<file path="config.mk">
export PLATFORM = sky130hd
export DESIGN_NAME = mul_rep_add_flat
export DESIGN_NICKNAME = d
export VERILOG_FILES = /design/src/rtl/mul_rep_add_if.sv /design/src/rtl/mul_rep_add.sv /design/src/flat_wrapper.sv
export SDC_FILE = /design/constraint.sdc
export NUM_CORES = 1
export LEC_CHECK = 0
export ABC_CLOCK_PERIOD_IN_PS = 3090
export CAP_MARGIN = 25
export CORE_UTILIZATION = 45
export DETAILED_ROUTE_END_ITERATION = 8
export PLACE_DENSITY = 0.65
export RECOVER_POWER = 100
export SYNTH_ARGS = -nofsm -noshare
export SYNTH_HDL_FRONTEND = slang
export SYNTH_SLANG_ARGS = --single-unit
</file>
<file path="constraint.sdc">
create_clock -name clk -period 3.09 [get_ports clk]
set_clock_uncertainty 0.15 [all_clocks]
set_input_delay 0.4635 -clock clk [delete_from_list [all_inputs] [get_ports clk]]
set_output_delay 0.4635 -clock clk [all_outputs]
set_load 0.01 [all_outputs]
</file>
<file path="src/rtl/mul_rep_add_if.sv">
// Operand/result bundle for the repeated-addition multiplier.
// master drives requests, slave (the multiplier) returns results.
interface mul_rep_add_if;
  logic        start;
  logic [15:0] data_in;
  logic [31:0] product;
  logic        busy;
  logic        done;

  modport master (
    output start,
    output data_in,
    input  product,
    input  busy,
    input  done
  );

  modport slave (
    input  start,
    input  data_in,
    output product,
    output busy,
    output done
  );
endinterface

</file>
<file path="src/rtl/mul_rep_add.sv">
// Unsigned 16x16 multiplier by repeated addition.
// Operands share data_in: A on the start cycle, B on the next.
module mul_rep_add (
  input  logic          clk,
  input  logic          clr,
  mul_rep_add_if.slave  bus
);

  typedef enum logic [2:0] {
    S_IDLE,
    S_LOADB,
    S_CHECK,
    S_ADD,
    S_DONE
  } state_t;

  state_t      state_q, state_d;
  logic [15:0] a_q, a_d;
  logic [15:0] b_q, b_d;
  logic [15:0] cnt_q, cnt_d;
  logic [15:0] addend_q, addend_d;
  logic [31:0] product_q, product_d;

  always_comb begin
    state_d   = state_q;
    a_d       = a_q;
    b_d       = b_q;
    cnt_d     = cnt_q;
    addend_d  = addend_q;
    product_d = product_q;
    unique case (state_q)
      S_IDLE: begin
        if (bus.start) begin
          a_d     = bus.data_in;
          state_d = S_LOADB;
        end
      end
      S_LOADB: begin
        b_d       = bus.data_in;
        product_d = 32'd0;
        state_d   = S_CHECK;
      end
      S_CHECK: begin
        if (a_q == 16'd0 || b_q == 16'd0) begin
          state_d = S_DONE;
        end else begin
          // Count down the smaller operand to bound the add loop.
          if (a_q <= b_q) begin
            cnt_d    = a_q;
            addend_d = b_q;
          end else begin
            cnt_d    = b_q;
            addend_d = a_q;
          end
          state_d = S_ADD;
        end
      end
      S_ADD: begin
        product_d = product_q + {16'd0, addend_q};
        cnt_d     = cnt_q - 16'd1;
        if (cnt_q == 16'd1) state_d = S_DONE;
      end
      S_DONE: begin
        state_d = S_IDLE;
      end
      default: begin
        state_d = S_IDLE;
      end
    endcase
  end

  always_ff @(posedge clk) begin
    if (clr) begin
      state_q   <= S_IDLE;
      a_q       <= 16'd0;
      b_q       <= 16'd0;
      cnt_q     <= 16'd0;
      addend_q  <= 16'd0;
      product_q <= 32'd0;
    end else begin
      state_q   <= state_d;
      a_q       <= a_d;
      b_q       <= b_d;
      cnt_q     <= cnt_d;
      addend_q  <= addend_d;
      product_q <= product_d;
    end
  end

  assign bus.product = product_q;
  assign bus.busy    = (state_q == S_LOADB) ||
                       (state_q == S_CHECK) ||
                       (state_q == S_ADD);
  assign bus.done    = (state_q == S_DONE);

endmodule

</file>
<file path="src/flat_wrapper.sv">
// flat-port wrapper written by rule: the top's interface ports become plain ports
module mul_rep_add_flat 
  (clk, clr, bus_start, bus_data_in, bus_product, bus_busy, bus_done);
  mul_rep_add_if bus_i ();
  input  logic clk;
  input  logic clr;
  input wire logic [$bits(bus_i.start)-1:0] bus_start;
  input wire logic [$bits(bus_i.data_in)-1:0] bus_data_in;
  output wire logic [$bits(bus_i.product)-1:0] bus_product;
  output wire logic [$bits(bus_i.busy)-1:0] bus_busy;
  output wire logic [$bits(bus_i.done)-1:0] bus_done;
  assign bus_i.start = bus_start;
  assign bus_i.data_in = bus_data_in;
  assign bus_product = bus_i.product;
  assign bus_busy = bus_i.busy;
  assign bus_done = bus_i.done;
  mul_rep_add u_core (.clk(clk), .clr(clr), .bus(bus_i));
endmodule
</file>
==> run_results.csv <==
group,metric,value,unit
outcome,status,"finished, final reports clean",
worst_setup_path,cp.required,3.23,ns
place,hpwl,10.7,mm
synth,synth_area,5540,µm²
global_route,grt_usage,23.6,%
sta,rsz0062_at_grt,"false",
route,ant_nets,0,
sta,final.period_utilization,93.8,%
worst_setup_path,path_max_fanout,11,
sta,setup_tns,0,ns
worst_setup_path,cp-start-kind,"register",
sta,tightest_slew,1.10,ns
clocking,clkTransAtPathRegs,0.07,ns
route,vias,5174,
clocking,clk_latency,0.36,ns
place,port_buffers,52,
global_route,first_global_vias,4790,
pwr,seqPwrFrac,35.4,%
finish,layout.nets,796,
worst_setup_path,crit_type,"register to register",
floorplan,dieArea,12800,µm²
pwr,clock_power_share,23.6,%
pwr,switching_power,1.79,mW
sta,finalHoldViolations,0,
hold_path,hold_class,"register to register",
clocking,cts_root_buffer,"clkbuf_16",
route,detail_route.vias_per_cell,5.79,
pwr,switching_share,39.5,%
pwr,peakVddDrop,0.000338,V
clocking,cts_tree,"yes",
synth,synth_edf_count,0,
finish,antennaDiodeCount,0,
floorplan,io_pins,53,
synth,synthCells,697,
clocking,h-tree-depth,3,
synth,synth_async_sr_flop_share,0,%
synth,synth_flop_cell,"dfxtp_1",
finish,layout_common_cells,"nand2_1 (99), dfxtp_1 (99), a21oi_1 (92)",
pwr,power.density_cell_area,698,nW/µm²
sta,drv_slew,0,
clocking,clock-sinks,99,
floorplan,core,12000,µm²
synth,yosys_register_bits,99,
finish,nFillCells,1184,
global_route,grt_pass1_wl,23.7,mm
sta,slew_headroom,26.6,%
global_route,grt_max_degree,40,
route,drtPass1Iterations,5,
pwr,power_frac_comb,41.0,%
route,drt-initial-drc-count,400,
synth,yosysWarningCount,0,
synth,syn_avg_cell_area,7.95,µm²
route,wl_per_cell,16.2,µm
floorplan,die_y,113,µm
clocking,cts_buffers,9,
route,route.detailed.drc,0,
place,gp_congestion,0.932,
sta,max_freq,345,MHz
job,drv_cap,0,
synth,syn_nets,751,
finish,drive_above_1_share,6.29,%
sta,finalCriticalPeriod,2.90,ns
synth,ys_seq_area_share,35.8,%
worst_setup_path,cp.arrival,3.04,ns
pwr,intPower,2.75,mW
global_route,grt_overflow,0,
pwr,power,4.54,mW
clocking,clockBufferDepth,2,
worst_setup_path,critPathCaptureType,"register",
synth,ys_types,61,
finish,multi_input_area,3300,µm²
sta,setup_violations,0,
floorplan,row_count,40,
global_route,antenna_found_initial,0,
pwr,power_leakage,2.61,nW
floorplan,initial_core_util,46.1,%
route,wl,14.5,mm
finish,area_delta_synth_final,17.3,%
floorplan,die_w,113,µm
finish,final-seq-area,1980,µm²
==> cells by family (layout without fill, tap and decap cells) <==
kind of cell               count (synthesis)  after routing  synth area share (%)
and+or+nand+nor                          255            255                  21.2
DFF                                       99             99                  35.8
muxes                                     19             19                  3.57
xor gates and xnor gates                  18             18                  2.85
adders and majority gates                 35             35                  8.04
buffers and inverters                     67            117                  4.95
AOI/OAI and AO/OA                        204            204                  23.6
==> per-stage QoR <==
stage	hold WS (ns)	area [µm²]	utilization [%]	setup WS (ns)	std cells
floorplan	0.299	5540	-	0.323	697
global placement	0.311	6230	51.8	0.112	877
detailed placement	0.322	6230	51.8	0.0635	877
CTS	0.331	6500	54.1	0.0427	893
global route	0.350	6500	54.1	0.0204	894
finish	0.320	6500	54.1	0.191	894
==> routing by layer <==
metal  GRT usage, %  vias to the layer above  share of wire, %
li1               -                     2590                 -
met1           30.0                     2418                46
met2           39.4                      148                48
met3           5.89                       18               4.6
met4           7.54                        0               1.4
met5              0                        -                 0
==> final timing paths <==
| kind | startpoint | endpoint | slack, ns | depth (start not counted) |
|---|---|---|---|---|
| worst max register to register | u_core.bus.product[0] | u_core.bus.product[30] | 0.19 | 10 |
| worst min register to register | u_core.bus.product[0] | u_core.bus.product[0] | 0.32 | 2 |
| worst max-delay path | u_core.bus.product[0] | u_core.bus.product[30] | 0.19 | 10 |
| worst min-delay path | u_core.bus.product[0] | u_core.bus.product[0] | 0.32 | 2 |
==> state kept, by name, summed over array words and instances, names as in the netlist <==
register / cells
u_core.addend_q: 16
u_core.b_q: 16
u_core.cnt_q: 16
u_core.state_q: 3
u_core.a_q: 16
u_core.bus.product: 32
==> power groups by stage <==
stage	clock network (mW)	registers, mW	logic, mW
floorplan	0	1.57	1.41
global placement	0	1.63	1.82
detailed placement	0	1.63	1.86
CTS	1.10	1.60	1.87
global route	1.16	1.63	2.05
finish	1.07	1.61	1.86
==> cells in the mapped netlist (9+ instances only) <==
cell type | count | area (µm²)
nand3_1 | 10 | 50.1
xnor2_1 | 16 | 140
nor2_1 | 73 | 274
a211oi_1 | 23 | 173
dfxtp_1 | 99 | 1980
nor4_1 | 11 | 68.8
nor3_1 | 14 | 70.1
clkbuf_1 | 28 | 105
mux2i_1 | 13 | 130
o21ai_0 | 19 | 95.1
nand2_1 | 99 | 372
inv_1 | 29 | 109
a21o_1 | 10 | 75.1
a21oi_1 | 92 | 460
ha_1 | 34 | 425
nand4_1 | 9 | 56.3
==> final cells by class <==
cell class / instances / area share [%]
flip-flops and latches: 99 / 30.5
inverters: 29 / 1.68
repair buffers: 72 / 9.97
clock inverters: 1 / 0.116
clock buffers: 15 / 4.12
well taps: 147 / 2.83
multi-input cells: 531 / 50.8
==> critical path, stage by stage, from the launching register on <==
cell and delay [ns]:
dfxtp_1 0.34, ha_1 0.19, inv_1 0.06, fa_1 0.37
nand2b_1 0.20, a21oi_2 0.18, o41a_2 0.19, a31oi_2 0.14
o31a_4 0.35, or4_1 0.52, a21oi_1 0.14
==> what timing repair did <==
action | in CTS | in global routing
endpoints found under the setup margin | 0 | 5
setup buffers | 0 | 1
resized for setup | 0 | 2
hold buffers | 0 | 0
Power figures use the tool's default switching activity.
